File: config.mk
export PLATFORM = sky130hd
export DESIGN_NAME = ui_input_bank
export DESIGN_NICKNAME = d
export VERILOG_FILES = /design/src/rtl/ui_input_bank.sv
export SDC_FILE = /design/constraint.sdc
export NUM_CORES = 1
export LEC_CHECK = 0
export ABC_CLOCK_PERIOD_IN_PS = 2100
export BUFFER_PORTS_ARGS = -buffer_cell sky130_fd_sc_hd__buf_2
export CORE_ASPECT_RATIO = 1.1
export CORE_UTILIZATION = 56
export DETAILED_ROUTE_END_ITERATION = 6
export GPL_TIMING_DRIVEN = 1
export PLACE_DENSITY = 0.76
export SYNTH_ARGS = -nofsm -noshare
export SYNTH_HDL_FRONTEND = slang
export SYNTH_SLANG_ARGS = --single-unit
File: constraint.sdc
create_clock -name clock_50Mhz -period 2.1 [get_ports clock_50Mhz]
set_clock_uncertainty 0.1 [all_clocks]
set_input_delay 0.21 -clock clock_50Mhz [delete_from_list [all_inputs] [get_ports clock_50Mhz]]
set_output_delay 0.21 -clock clock_50Mhz [all_outputs]
set_load 0.01 [all_outputs]
File: src/rtl/ui_input_bank.sv
// Bank of synchronised, debounced user inputs with press/release/hold events.
// One shared prescaler provides the hold timebase for every channel.
module ui_input_bank #(
  parameter  int CHANNELS        = 10,
  parameter  int ACTIVE_LOW      = 1,
  parameter  int DEBOUNCE_CYCLES = 50000,
  parameter  int TICK_CYCLES     = 50000,
  parameter  int HOLD_TICKS      = 500,
  parameter  int REPEAT_TICKS    = 100,
  localparam int KW = (CHANNELS > 1) ? $clog2(CHANNELS) : 1
) (
  input  logic                clock_50Mhz,
  input  logic                reset_n,
  input  logic [CHANNELS-1:0] input_raw,
  input  logic [CHANNELS-1:0] enable_mask,
  output logic [CHANNELS-1:0] output_pressed,
  output logic [CHANNELS-1:0] output_pressEvent,
  output logic [CHANNELS-1:0] output_releaseEvent,
  output logic [CHANNELS-1:0] output_holdEvent,
  output logic                output_anyPressed,
  output logic [KW-1:0]       output_keyIndex
);

  localparam int CW = $clog2(DEBOUNCE_CYCLES + 1);
  localparam int HW = $clog2(HOLD_TICKS + 1);
  localparam int PW = (TICK_CYCLES > 1) ? $clog2(TICK_CYCLES) : 1;
  localparam logic POL = (ACTIVE_LOW != 0);

  localparam logic [CW-1:0] C_LAST = CW'(DEBOUNCE_CYCLES - 1);
  localparam logic [HW-1:0] H_LAST = HW'(HOLD_TICKS - 1);
  localparam logic [HW-1:0] H_MAX  = HW'(HOLD_TICKS);
  localparam logic [HW-1:0] H_LOAD = (REPEAT_TICKS != 0)
    ? HW'(HOLD_TICKS - REPEAT_TICKS) : HW'(HOLD_TICKS);
  localparam logic [PW-1:0] P_LAST = PW'(TICK_CYCLES - 1);

  logic [CHANNELS-1:0] sync1;
  logic [CHANNELS-1:0] sync2;
  logic [PW-1:0]       pre;
  logic                tick;

  always_ff @(posedge clock_50Mhz or negedge reset_n) begin
    if (!reset_n) begin
      sync1 <= {CHANNELS{POL}};
      sync2 <= {CHANNELS{POL}};
    end else begin
      sync1 <= input_raw;
      sync2 <= sync1;
    end
  end

  // Free-running: key activity never realigns the tick phase.
  assign tick = (pre == P_LAST);

  always_ff @(posedge clock_50Mhz or negedge reset_n) begin
    if (!reset_n) begin
      pre <= '0;
    end else if (tick) begin
      pre <= '0;
    end else begin
      pre <= pre + PW'(1);
    end
  end

  for (genvar i = 0; i < CHANNELS; i++) begin : g_ch
    logic          a;
    logic          s;
    logic          s_nxt;
    logic          pe;
    logic          re;
    logic          he;
    logic [CW-1:0] c;
    logic [CW-1:0] c_nxt;
    logic [HW-1:0] h;

    assign a = sync2[i] ^ POL;

    always_comb begin
      s_nxt = s;
      c_nxt = '0;
      if (a != s) begin
        if (c == C_LAST) begin
          s_nxt = a;
        end else begin
          c_nxt = c + CW'(1);
        end
      end
    end

    // Hold counts only while the key stays down across the edge,
    // so a falling edge can never coincide with a hold pulse.
    always_ff @(posedge clock_50Mhz or negedge reset_n) begin
      if (!reset_n) begin
        s  <= 1'b0;
        c  <= '0;
        h  <= '0;
        pe <= 1'b0;
        re <= 1'b0;
        he <= 1'b0;
      end else if (!enable_mask[i]) begin
        s  <= 1'b0;
        c  <= '0;
        h  <= '0;
        pe <= 1'b0;
        re <= 1'b0;
        he <= 1'b0;
      end else begin
        s  <= s_nxt;
        c  <= c_nxt;
        pe <= ~s & s_nxt;
        re <= s & ~s_nxt;
        he <= 1'b0;
        if (!(s && s_nxt)) begin
          h <= '0;
        end else if (tick) begin
          if (h == H_LAST) begin
            h  <= H_LOAD;
            he <= 1'b1;
          end else if (h != H_MAX) begin
            h <= h + HW'(1);
          end
        end
      end
    end

    assign output_pressed[i]      = s;
    assign output_pressEvent[i]   = pe;
    assign output_releaseEvent[i] = re;
    assign output_holdEvent[i]    = he;
  end

  assign output_anyPressed = |output_pressed;

  always_comb begin
    output_keyIndex = '0;
    for (int i = CHANNELS - 1; i >= 0; i--) begin
      if (output_pressed[i]) begin
        output_keyIndex = KW'(i);
      end
    end
  end

endmodule

---- After elaboration in Yosys (flattened, before gate mapping) ----
Index checks and enable logic that the tools add are counted.
operators by class
  multiplexer cells ....................... 181
  $add $sub $neg .......................... 21
  bitwise operators ....................... 50
  equality and inequality tests ........... 61
  reduce and logical (&&, ||, !) cells .... 21
operators with widths
  cell                                                              number
  16-bit 2-to-1 mux                                                 31
  9-bit 2-to-1 mux                                                  50
  16-bit by 1-bit adder with 16-bit output (second input constant)  11
  16-bit equality test (second input constant)                      11
  9-bit by 1-bit adder with 9-bit output (second input constant)    10
  9-bit equality test (second input constant)                       10
  1-bit 2-to-1 mux                                                  90
  9-bit != test (second input constant)                             10
  4-bit 2-to-1 mux                                                  10
  4-bit by 2-bit != test with 1-bit output (second input constant)  10
  3-bit != test (second input constant)                             10
  1-bit NOT                                                         30
  1-bit bitwise AND                                                 20
  2-bit AND reduction                                               10
  1-bit logical AND                                                 10
  1-bit != test                                                     10
  10-bit OR reduction                                               1
word-level totals
  output and inout bits ................... 45
  flip-flop bits (word level) ............. 326

---- Logic depth before layout (Yosys ltp) ----
  depth in word-level cells ............... 10
  mapped depth ............................ 8
  mapped depth without buffers ............ 7

---- Least setup slack after synthesis ----
OpenSTA, ideal clock, no wires.
  kind .................................... register to register
  start ................................... reg g_ch[0].c[5]
  end ..................................... reg g_ch[0].c[14]
  path slack .............................. -0.011 ns
  path buffers ............................ 1
  library setup time ...................... 0.119 ns
  period minus slack after synthesis ...... 2.111 ns
  data required time ...................... 1.881 ns
  cell stages (with the launch flop) ...... 7
  arrival time ............................ 1.892 ns
  cell sequence ........................... dfrtp_1 or4b_1 or4_1 nor2_2 nand3b_4 buf_8 nor2_1
on the way
  longest elaborated chain between the ends .. 4
  elaborated cells on any way between the ends .. 5
ends and longest elaborated chain
  item                                                                                     RTL line  RTL
  from (decl)                                                                              71        logic [CW-1:0] c;
  from (signal assigned)                                                                   108       c <= c_nxt;
  16-bit by 1-bit adder with 16-bit output / 16-bit equality test (equally long branches)  84, 81
  16-bit 2-to-1 mux (*)                                                                    81        if (c == C_LAST) begin
  16-bit 2-to-1 mux (*)                                                                    80        if (a != s) begin
  16-bit 2-to-1 mux (*)                                                                    99        end else if (!enable_mask[i]) begin
Every way passes the cells marked *; elsewhere a longest branch is shown, timed or not.
A chain may end at the register's enable or synchronous reset.

---- Final worst setup path ----
  start ................................... reg pre[11]
  end ..................................... reg g_ch[9].h[3]
on the way
  longest elaborated chain between the ends .. 3
ends and longest elaborated chain
  item                           RTL line  RTL
  from (decl)                    38        logic [PW-1:0] pre;
  from (signal assigned)         60        pre <= pre + PW'(1);
  16-bit equality test           52        assign tick = (pre == P_LAST);
  3-bit != test (no line)        --
  2-bit AND reduction (no line)  --
  to (signal assigned)           119       h <= h + HW'(1);
  to (decl)                      73        logic [HW-1:0] h;
No other way between the ends.

==> summary.md <==
| Metric | Value |
|---|---|
| Initial antenna violation count | 0 |
| Fin crit share | 100% |
| End of the worst register-to-register path | g_ch[9].h[3] |
| Pre-Repair DR Iteration Count | 5 |
| Largest net degree at the start of global routing | between 80 and 90 |
| Power share of the sequential group | around half |
| Starting Density | between 50% and 60% |
| Worst Setup End Kind | flop |
| Metal3 WL | between 1 and 1.5 mm |
| Shortest period the worst path allows | about 2.1 ns |
| Remaining global-route overflow | 0 |
| First-pass GRT wire length | around 55 mm |
| XOR/XNOR share of the synthesized area | about 11% |
| Peak supply drop | roughly 0.66 mV |
| Worst Tran Pin Value | 0.548 ns |
| Tightest Hold Check Type | in2async |
| Ant. Diodes | 0 |
| Post-Route WL | 32.8 mm |
| CTS tree | done |
| Main combinational cell family by area after synthesis | simple AND/OR/NAND/NOR gates |
| Fill count | ~2100 |
| Max cap viols | 0 |
| DIE HEIGHT | about 180 µm |
| Net Sw Power | approximately 2.8 mW |
| Power Dens Cells | 672 nW/µm² |
| Avg WL per Cell | ~15 µm |
| Worst-Skew Late Latency | ~0.52 ns |
| Seq/Total Area, Yosys | ~51% |
| Die ar. | roughly 29000 µm² |
| Syn Std Cell Area | 16000 µm² |
| Gate count after technology mapping | approximately 1700 |
| Root buf cell | clkbuf_16 |
| I/O pin cnt | between 60 and 70 |
| Synth Area in Adders | under 10% |
| Gr usage total | 22.9% |
| Met1 WL | approximately 15 mm |
| Synth Area per Inst | 9.65 µm² |
| Hold Vio Cnt, Final | 0 |
| Synth Area in Compound Gates | 4.95% |
| Synth Register Bits | between 300 and 400 |
| P_int | 9.80 mW |
| GP Congestion | ~0.87 |
| Vias in the first global route | around 12000 |
| Clock slew at reported path FFs | ~0.070 ns |
| Final setup viols | 1 |
| Die width | ~160 µm |
| Worst path bufs/invs | 2 |
| Mux contribution to synthesized area | less than 1% |
| CTS sink cnt | 326 |
| Drc violations | 0 |
| Max Used Layer | met4 |
| Reg2reg path depth | 7 |
| Setup slack at placement | -0.0528 ns |
| Predominant post-synthesis flop cell | dfrtp_1 |
| Share of layout cells above drive strength 1 | between 10% and 20% |
| Total CTS buffers | 35 |
| Buffers added on ports | between 60 and 70 |
| Combinational Power Share | under 10% |
| Fin. max-slew vios | 0 |
| Via count | roughly 12000 |
| Finished Cell Area | around 19000 µm² |
| Required time worst endpoint | 2.43 ns |
| First DRT Iteration DRCs | around 950 |
| Final #Nets | around 1800 |
| DR vias/cell | about 5.6 |
| Switch share | between 20% and 30% |
| Fmax | 474 MHz |
| Syn_nets | around 1700 |
| Post-detailed-route count of antenna-violating nets | 0 |
| Failing checks | negative setup slack |
| Clock power frac | a little under half |
| Max incr delay on CP | a little under 0.4 ns |
| Ys async rst share | 100% |
| CP Cell Sequence | nor4b_2 > nand4_1 > buf_6 > buf_12 > a31o_4 > or3_1 > a21oi_2 |
| Metal2 WL | ~16 mm |
| Yosys warning total | 0 |
| Post-synth EDFFs | 0 |
| Final WS setup | -0.0104 ns |
| Placed cell areas | ~17000 µm² |
| Core ar. | approximately 28000 µm² |
| Reg-to-reg startpoint | pre[11] |
| RSZ-0062 raised after global routing | true |
| Area Growth Syn to Fin | 17.1% |
| Leak | 7.90 nW |
| Hpwl dp | ~21 mm |
| Max_slew headroom | 63.2% |
| Clock Tree Buf Depth | 3 |
| Status | complete, but fails checks |
| Synth unique cells | 58 |
| Flop2flop setup slack | -0.01 ns |
| Setup crit start kind | flop |
| Slowest-stage cell, CP | dfrtp_1 |
| Number of core rows | 64 |
| Setup CP Type | reg2reg |
| H-Tree Depth | 2 |
| Simple-gate share of the synthesized area | 25.7% |
| WP data arrival | approximately 2.4 ns |
| CP top delay family | simple AND/OR/NAND/NOR gates |
| Critical path peak fanout | 6 |
## metal layers
layer  vias to the layer above  global-route usage [%]
li1                       5891                       -
met1                      5932                    30.2
met2                       240                    38.4
met3                        70                    3.63
met4                         0                    8.37
met5                         -                       0
## Yosys cell counts (all sizes together) (2+ instances only)
library cell | number | share of area, %
nor2 | 318 | 7.5
dfrtp | 306 | 48
xnor2 | 123 | 6.8
nand2 | 122 | 2.9
nand3 | 105 | 3.3
xor2 | 72 | 4.0
inv | 60 | 1.4
and3 | 57 | 2.3
buf | 53 | 2.4
nor3 | 52 | 1.6
nand4 | 51 | 2.0
a21oi | 48 | 1.5
ha | 31 | 2.4
o21ai | 26 | 0.82
clkbuf | 25 | 0.60
a311oi | 24 | 1.3
dfstp | 20 | 3.3
nor4b | 15 | 0.82
nand4b | 13 | 0.71
nor2b | 12 | 0.47
nor4 | 12 | 0.47
nor4bb | 12 | 0.75
and4 | 11 | 0.60
mux2i | 10 | 0.63
a31oi | 9 | 0.35
or2 | 9 | 0.35
and2 | 8 | 0.31
or4 | 6 | 0.28
nand2b | 5 | 0.20
nor3b | 5 | 0.24
or3 | 5 | 0.20
and4b | 4 | 0.25
a21o | 3 | 0.15
nand3b | 3 | 0.22
o31ai | 3 | 0.14
o21bai | 2 | 0.094
o22ai | 2 | 0.078
## layout make-up
cell class / count / area (µm²) / share of cell area [%]
well taps: 363 / 454 / 2.43
flip-flops and latches: 326 / 8200 / 43.8
clock buffers: 42 / 942 / 5.04
clock inverters: 20 / 159 / 0.850
inverters: 60 / 228 / 1.22
repair buffers: 178 / 1380 / 7.36
multi-input cells: 1190 / 7340 / 39.3
## cells by family (layout without fill, tap and decap cells)
logic type / Yosys count / count (layout)
AO/OA/AOI/OAI: 125 / 125
XOR/XNOR: 195 / 195
adder cells (fa/ha/maj): 31 / 31
buffers and inverters: 138 / 300
flip-flops: 326 / 326
multiplexers: 10 / 10
AND/OR/NAND/NOR: 828 / 829
## sequential cells by signal, indices dropped and copies added (netlist names)
signal,count
g_ch.pe,10
g_ch.he,10
g_ch.c,160
sync2,10
g_ch.re,10
sync1,10
g_ch.h,90
pre,16
g_ch.s,10
## what timing repair did
action,4_1_cts,5_1_grt
buffers inserted,3,13
pin swaps,3,16
gates cloned,1,3
setup endpoints to repair,24,116
hold buffers,21,0
endpoints found under the hold margin,360,0
gates resized for setup,17,42
## placed cells by master (no fill, tap or decap), types with 7 or more instances in the layout
cell / count
dlygate4sd3_1: 21
nor4_1: 7
clkinv_2: 10
ha_1: 30
xor2_1: 72
inv_1: 59
nor4bb_1: 10
or2_2: 9
and3_1: 55
nand4_1: 51
clkbuf_16: 37
nand3_1: 102
nor4b_1: 14
and2_1: 8
and4_1: 11
nor2_1: 314
mux2i_1: 10
buf_4: 80
dfrtp_2: 10
dfstp_2: 20
o21ai_0: 26
nand4b_1: 13
a311oi_1: 24
nand2_1: 121
xnor2_1: 123
dfrtp_1: 296
buf_2: 65
nor3_1: 48
a21oi_1: 41
nor2b_1: 12
## per-stage QoR
stage / hold WS, ns / total power [mW] / std cells / utilization [%] / TNS, ns
floorplan: -0.186 / 6.56 / 1653 / - / 0
global placement: 0.00930 / 6.76 / 2076 / 60.5 / 0
detailed placement: 0.0131 / 6.77 / 2076 / 60.5 / -0.676
CTS: 0.0604 / 12.7 / 2163 / 65.6 / -0.0465
global route: 0.0825 / 13.0 / 2179 / 66.9 / -0.216
finish: 0.0666 / 12.6 / 2179 / 66.9 / -0.0104
## worst max path at each step
stage / slack [ns] / start / end / cells past startpoint
floorplan: 0.04 / g_ch[0].c[5] / g_ch[0].c[14] / 6
global placement: 0.007 / g_ch[7].c[5] / g_ch[7].c[9] / 4
detailed placement: -0.05 / pre[10] / g_ch[3].h[6] / 6
CTS: -0.02 / g_ch[8].s / output_keyIndex[0] / 6
global route: -0.07 / pre[11] / g_ch[9].h[3] / 7
finish: -0.01 / pre[11] / g_ch[9].h[3] / 7
## power groups by stage
stage	Combinational [mW]	Clock [mW]	Sequential, mW
floorplan	0.0838	0	6.47
global placement	0.281	0	6.48
detailed placement	0.289	0	6.48
CTS	0.322	6.05	6.37
global route	0.363	6.29	6.37
finish	0.313	5.88	6.37
No activity file was read; power rests on OpenSTA's default activity.
